`src/rtl/pipe_ctrl_pkg.sv`:
```
// Shared types and constants for the pipeline hazard controller.
package pipe_ctrl_pkg;

    localparam int LU_CNT_W      = 2;
    localparam int CNT_W_DEFAULT = 32;

    typedef enum logic {
        RUN      = 1'b0,
        LU_STALL = 1'b1
    } pipe_state_e;

    // The first stall cycle is spent in RUN, so the remaining count is one less.
    function automatic logic [LU_CNT_W-1:0] lu_cnt_init(input int stall_cycles);
        return LU_CNT_W'(stall_cycles - 1);
    endfunction

endpackage

```
`src/rtl/pipeline_ctrl_if.sv`:
```
// Hazard inputs and stage-register controls between the datapath and the controller.
interface pipeline_ctrl_if;

    logic lu_hazard;
    logic br_taken;
    logic md_busy;
    logic dmem_wait;
    logic imem_wait;

    logic pc_en;
    logic if_id_en;
    logic id_ex_en;
    logic ex_mem_en;
    logic mem_wb_en;
    logic if_id_flush;
    logic id_ex_flush;
    logic ex_mem_flush;

    modport master (
        input  lu_hazard, br_taken, md_busy, dmem_wait, imem_wait,
        output pc_en, if_id_en, id_ex_en, ex_mem_en, mem_wb_en,
        output if_id_flush, id_ex_flush, ex_mem_flush
    );

    modport slave (
        output lu_hazard, br_taken, md_busy, dmem_wait, imem_wait,
        input  pc_en, if_id_en, id_ex_en, ex_mem_en, mem_wb_en,
        input  if_id_flush, id_ex_flush, ex_mem_flush
    );

endinterface

```
`src/rtl/pipeline_ctrl_sat_counter.sv`:
```
// Saturating up-counter with synchronous clear; holds at all-ones.
module sat_counter #(
    parameter int width = 32
) (
    input  logic             clk,
    input  logic             inc,
    input  logic             clr,
    output logic [width-1:0] q
);

    logic [width-1:0] q_q;
    logic [width-1:0] q_d;

    always_comb begin
        q_d = q_q;
        if (clr) begin
            q_d = '0;
        end else if (inc && (q_q != {width{1'b1}})) begin
            q_d = q_q + width'(1);
        end
    end

    always_ff @(posedge clk) begin
        q_q <= q_d;
    end

    assign q = q_q;

endmodule

```
`src/rtl/pipeline_ctrl.sv`:
```
// Pipeline stall/flush controller with a multi-cycle load-use stall FSM.
// Define PERF_CNT_EN to add the stall_cnt / flush_cnt performance counters.
module pipeline_ctrl
    import pipe_ctrl_pkg::*;
#(
    parameter int LU_STALL_CYCLES = 1,
    parameter int CNT_W           = CNT_W_DEFAULT
) (
    input  logic             clk,
    input  logic             rst,
    pipeline_ctrl_if.master  ctl
`ifdef PERF_CNT_EN
    ,
    output logic [CNT_W-1:0] stall_cnt,
    output logic [CNT_W-1:0] flush_cnt
`endif
);

    pipe_state_e          state_q, state_d;
    logic [LU_CNT_W-1:0]  lu_cnt_q, lu_cnt_d;

    logic pc_en, if_id_en, id_ex_en, ex_mem_en, mem_wb_en;
    logic if_id_flush, id_ex_flush, ex_mem_flush;
    logic br_apply;

    // Mealy decode: outputs follow the current state and this cycle's inputs.
    always_comb begin
        pc_en        = 1'b1;
        if_id_en     = 1'b1;
        id_ex_en     = 1'b1;
        ex_mem_en    = 1'b1;
        mem_wb_en    = 1'b1;
        if_id_flush  = 1'b0;
        id_ex_flush  = 1'b0;
        ex_mem_flush = 1'b0;
        br_apply     = 1'b0;
        state_d      = state_q;
        lu_cnt_d     = lu_cnt_q;

        if (rst) begin
            state_d  = RUN;
            lu_cnt_d = '0;
        end else if (ctl.dmem_wait) begin
            pc_en     = 1'b0;
            if_id_en  = 1'b0;
            id_ex_en  = 1'b0;
            ex_mem_en = 1'b0;
            mem_wb_en = 1'b0;
        end else if (ctl.br_taken) begin
            if_id_flush = 1'b1;
            id_ex_flush = 1'b1;
            br_apply    = 1'b1;
            state_d     = RUN;
            lu_cnt_d    = '0;
        end else if (ctl.md_busy) begin
            pc_en        = 1'b0;
            if_id_en     = 1'b0;
            id_ex_en     = 1'b0;
            ex_mem_en    = 1'b0;
            ex_mem_flush = 1'b1;
        end else if ((ctl.lu_hazard && (state_q == RUN)) || (state_q == LU_STALL)) begin
            pc_en       = 1'b0;
            if_id_en    = 1'b0;
            id_ex_flush = 1'b1;
            if (state_q == RUN) begin
                if (LU_STALL_CYCLES > 1) begin
                    lu_cnt_d = lu_cnt_init(LU_STALL_CYCLES);
                    state_d  = LU_STALL;
                end
            end else begin
                lu_cnt_d = lu_cnt_q - LU_CNT_W'(1);
                if (lu_cnt_d == '0) begin
                    state_d = RUN;
                end
            end
        end else if (ctl.imem_wait) begin
            pc_en       = 1'b0;
            if_id_flush = 1'b1;
        end
    end

    always_ff @(posedge clk) begin
        state_q  <= state_d;
        lu_cnt_q <= lu_cnt_d;
    end

    assign ctl.pc_en        = pc_en;
    assign ctl.if_id_en     = if_id_en;
    assign ctl.id_ex_en     = id_ex_en;
    assign ctl.ex_mem_en    = ex_mem_en;
    assign ctl.mem_wb_en    = mem_wb_en;
    assign ctl.if_id_flush  = if_id_flush;
    assign ctl.id_ex_flush  = id_ex_flush;
    assign ctl.ex_mem_flush = ex_mem_flush;

`ifdef PERF_CNT_EN
    sat_counter #(.width(CNT_W)) u_stall_cnt (
        .clk (clk),
        .inc (~pc_en),
        .clr (rst),
        .q   (stall_cnt)
    );

    sat_counter #(.width(CNT_W)) u_flush_cnt (
        .clk (clk),
        .inc (br_apply),
        .clr (rst),
        .q   (flush_cnt)
    );
`else
    logic unused_br_apply;
    assign unused_br_apply = br_apply;
`endif

endmodule

```
`src/flat_wrapper.sv`:
```
// flat-port wrapper written by rule: the top's interface ports become plain ports
module pipeline_ctrl_flat import pipe_ctrl_pkg::*;
#(
    parameter int LU_STALL_CYCLES = 1,
    parameter int CNT_W           = CNT_W_DEFAULT
)
  (clk, rst, ctl_lu_hazard, ctl_br_taken, ctl_md_busy, ctl_dmem_wait, ctl_imem_wait, ctl_pc_en, ctl_if_id_en, ctl_id_ex_en, ctl_ex_mem_en, ctl_mem_wb_en, ctl_if_id_flush, ctl_id_ex_flush, ctl_ex_mem_flush);
  pipeline_ctrl_if ctl_i ();
  input  logic clk;
  input  logic rst;
  input wire logic [$bits(ctl_i.lu_hazard)-1:0] ctl_lu_hazard;
  input wire logic [$bits(ctl_i.br_taken)-1:0] ctl_br_taken;
  input wire logic [$bits(ctl_i.md_busy)-1:0] ctl_md_busy;
  input wire logic [$bits(ctl_i.dmem_wait)-1:0] ctl_dmem_wait;
  input wire logic [$bits(ctl_i.imem_wait)-1:0] ctl_imem_wait;
  output wire logic [$bits(ctl_i.pc_en)-1:0] ctl_pc_en;
  output wire logic [$bits(ctl_i.if_id_en)-1:0] ctl_if_id_en;
  output wire logic [$bits(ctl_i.id_ex_en)-1:0] ctl_id_ex_en;
  output wire logic [$bits(ctl_i.ex_mem_en)-1:0] ctl_ex_mem_en;
  output wire logic [$bits(ctl_i.mem_wb_en)-1:0] ctl_mem_wb_en;
  output wire logic [$bits(ctl_i.if_id_flush)-1:0] ctl_if_id_flush;
  output wire logic [$bits(ctl_i.id_ex_flush)-1:0] ctl_id_ex_flush;
  output wire logic [$bits(ctl_i.ex_mem_flush)-1:0] ctl_ex_mem_flush;
  assign ctl_i.lu_hazard = ctl_lu_hazard;
  assign ctl_i.br_taken = ctl_br_taken;
  assign ctl_i.md_busy = ctl_md_busy;
  assign ctl_i.dmem_wait = ctl_dmem_wait;
  assign ctl_i.imem_wait = ctl_imem_wait;
  assign ctl_pc_en = ctl_i.pc_en;
  assign ctl_if_id_en = ctl_i.if_id_en;
  assign ctl_id_ex_en = ctl_i.id_ex_en;
  assign ctl_ex_mem_en = ctl_i.ex_mem_en;
  assign ctl_mem_wb_en = ctl_i.mem_wb_en;
  assign ctl_if_id_flush = ctl_i.if_id_flush;
  assign ctl_id_ex_flush = ctl_i.id_ex_flush;
  assign ctl_ex_mem_flush = ctl_i.ex_mem_flush;
  pipeline_ctrl #(.LU_STALL_CYCLES(LU_STALL_CYCLES), .CNT_W(CNT_W)) u_core (.clk(clk), .rst(rst), .ctl(ctl_i));
endmodule
```
`config.mk`:
```
export PLATFORM = sky130hd
export DESIGN_NAME = pipeline_ctrl_flat
export DESIGN_NICKNAME = d
export VERILOG_FILES = /design/src/rtl/pipe_ctrl_pkg.sv /design/src/rtl/pipeline_ctrl_if.sv /design/src/rtl/pipeline_ctrl_sat_counter.sv /design/src/rtl/pipeline_ctrl.sv /design/src/flat_wrapper.sv
export SDC_FILE = /design/constraint.sdc
export NUM_CORES = 1
export LEC_CHECK = 0
export BUFFER_PORTS_ARGS = -buffer_cell sky130_fd_sc_hd__buf_2
export CAP_MARGIN = 0
export CORE_AREA = 2 2 39 41
export CTS_CLUSTER_SIZE = 40
export DETAILED_ROUTE_END_ITERATION = 8
export DIE_AREA = 0 0 41 43
export SLEW_MARGIN = 40
export SYNTH_ARGS = -nofsm -noshare
export SYNTH_HDL_FRONTEND = slang
export SYNTH_SLANG_ARGS = --single-unit
```
`constraint.sdc`:
```
create_clock -name clk -period 3.3 [get_ports clk]
set_input_delay 0.33 -clock clk [delete_from_list [all_inputs] [get_ports clk]]
set_output_delay 0.33 -clock clk [all_outputs]
set_load 0.03 [all_outputs]
```
==> results by group <==
Global route
  • GRT Resource Usage Total: 8.93%
  • Number of global-route vias before repair: 247
  • Global-route wire length before repair: 972 µm
  • Initial antenna violation count: 0
  • GRT overflow: 0
  • Pin count of the biggest net entering global routing: 13

Yosys
  • Area share of the largest cell type after synthesis: 23.4%
  • Register bit total from synthesis: 3
  • Synth Cell Area: 256 µm²
  • Most common cell in the synthesized netlist: nor2_1
  • Asr flop ratio synth: 0%
  • Yosys warns: 0
  • Synth Area per Inst: 6.93 µm²
  • Syn nets: 45
  • Register area share after synthesis: 23.4%
  • Post-synth top area cell: dfxtp_1
  • Top cells by area, synth: dfxtp_1 (23%), nor2_1 (7.3%), a21oi_1 (5.9%)
  • Post-synth EDFFs: 0
  • Cell count after synthesis: 37
  • Ys flop type: dfxtp_1
  • Synth cell types: 19
  • Commonest cells in the netlist: nor2_1 (5), inv_1 (4)

Clock tree
  • Post-CTS Repair Setup Buffers: 0
  • Hold_buf cts: 0
  • Htree depth: 1
  • CTS Buf Count: 3
  • Clock Latency Late Sink: 0.24 ns
  • Clock transition at path regs: 0.04 ns
  • CTS Sinks: 3
  • Clk buf depth: 2
  • Post-CTS sizing: 0
  • Root buf cell: clkbuf_4
  • CTS tree: done

Worst setup path
  • Slowest stage cell, crit path: dfxtp_1
  • Startpoint Class: flip-flop
  • CP dominant cell by count: nor3_1
  • Worst EP arrival: 1.39 ns
  • Reg2reg end: u_core.lu_cnt_q[1]
  • Worst r2r path cells: 4
  • CP endpoint kind: output pin
  • R2r startpoint: u_core.lu_cnt_q[1]
  • Worst path buffer plus inverter count: 1
  • Worst EP required: 2.97 ns
  • Crit-path max FO: 4
  • Critical Path Start: u_core.state_q
  • Levels on crit path: 4
  • Crit Path Class: reg -> out
  • Top delay family on crit path: simple AND/OR/NAND/NOR gates
  • Reg2reg setup slack: 2.03 ns
  • Worst stage delay on the critical path: 0.35 ns
  • CP Cell Sequence: nor3_1 -> a21oi_1 -> nor3_1 -> buf_2

Power
  • Pleak: 0.171 nW
  • Tot Pwr: 0.137 mW
  • Pwr dens: 383 mW/mm²
  • Peak supply drop: 0.186 mV

Floorplan
  • Die extent in y: 43 µm
  • I/O pin cnt: 15
  • Core area: 0.00138 mm²
  • Initial Util: 18.5%
  • Die area: 0.00176 mm²
  • Die width: 41 µm
  • Row cnt: 14

Placed design
  • DP HPWL: 498 µm
  • Gp weighted congestion: 0.639
  • Buffers on Ports: 14

Timing
  • Final setup TNS: 0 ns
  • Worst slew pin tran: 0.321 ns
  • Fin crit share: 52.0%
  • Final hold vios: 0
  • Endpoints failing setup: 0
  • Unrepaired setup endpoints after global routing: false
  • Max Freq: 0.582 GHz
  • Fin Hold WS: 0.337 ns
  • Relative slew slack: 78.4%
  • Final min period: 1.72 ns
  • Clock skew: 0.00483 ns
  • Final Max Slew Viols: 0

Min path
  • Hold path startpoint: rst
  • Hold Crit Class: in -> reg
  • Worst Hold Depth: 2
  • Hold EP: u_core.lu_cnt_q[0]

Cells and area
  • Share of layout cells above drive strength 1: 34.6%
  • Ant diodes: 0
  • Area Growth Syn to Fin: 39.0%
  • NumNets Final: 61
  • Fillers: 168

Route
  • Initial DRC count: 2
  • Drt pass-1 iters: 3
  • # DRC: 0
  • Routed Antenna Nets: 0
  • Vias post-DR: 297
  • Wirelength per Cell: 9.63 µm
  • Via density per instance: 4.37
  • Routed wire length: 655 µm

Status
  • Status: completed

Job
  • Max-Cap Viols: 0
stage by stage:
stage	instances	utilization (%)	area, µm²	setup slack, ns
after CTS	68	25.8	357	1.55
after floorplan	37	-	256	1.40
final	68	25.8	357	1.58
after global placement	64	23.9	330	1.78
after detailed placement	64	23.9	330	1.75
after global routing	68	25.8	357	1.47
layout by cell type, fill, tap and decap left out:
master | netlist | layout
clkbuf_1 | 1 | 1
or4_1 | 1 | 1
nand2_1 | 3 | 3
dfxtp_1 | 3 | 3
nor4_1 | 1 | 1
o21ai_0 | 3 | 3
a31oi_1 | 2 | 2
buf_2 | 1 | 14
o21a_1 | 1 | 1
inv_1 | 4 | 4
nand3b_1 | 2 | 2
nand2b_4 | 1 | 1
ha_1 | 1 | 1
nor2_1 | 5 | 5
a21oi_1 | 3 | 3
nor3_1 | 2 | 2
clkbuf_4 | 0 | 3
or4b_1 | 1 | 1
o211a_1 | 1 | 1
metal layers:
| metal | wire length (µm) | vias up | track usage [%] |
|---|---|---|---|
| met5 | 0 | - | 0 |
| met4 | 21 | 0 | 8.00 |
| met3 | 73 | 4 | 6.28 |
| met2 | 282 | 12 | 11.6 |
| met1 | 278 | 122 | 8.97 |
| li1 | - | 159 | - |
sequential cells by signal, indices dropped and copies added (netlist names):
signal / count
u_core.lu_cnt_q: 2
u_core.state_q: 1
logic make-up after synthesis:
| group | Yosys count | share of synthesized area [%] |
|---|---|---|
| compound gates | 10 | 23.4 |
| simple gates | 16 | 36.1 |
| flops | 3 | 23.4 |
| fa+ha+maj | 1 | 4.88 |
| buf+inv | 7 | 12.2 |
layout make-up:
class | count | area, µm² | area share, %
Tap cell | 16 | 20.0 | 5.61
Timing Repair Buffer | 14 | 70.1 | 19.6
Sequential cell | 3 | 60.1 | 16.8
Clock buffer | 4 | 26.3 | 7.37
Multi-Input combinational cell | 27 | 165 | 46.3
Inverter | 4 | 15.0 | 4.21
worst max-delay path by stage:
stage | endpoint | slack [ns]
6_report | ctl_if_id_flush | 1.58
5_1_grt | ctl_if_id_flush | 1.47
4_1_cts | ctl_if_id_flush | 1.55
3_5_place_dp | ctl_if_id_flush | 1.75
3_3_place_gp | ctl_pc_en | 1.78
2_1_floorplan | ctl_id_ex_en | 1.40
power breakdown:
group	switching, mW	internal, mW
sequential	0	0.0365
clock	0.0219	0.0455
combinational	0.0225	0.0101
total	0.0445	0.0920
worst register-to-register path, stage by stage, from the launching register on:
cell     delay [ns]
dfxtp_1        0.33
inv_1          0.05
ha_1           0.25
or4b_1         0.43
a31oi_1        0.14
(Power assumes the default switching activity.)
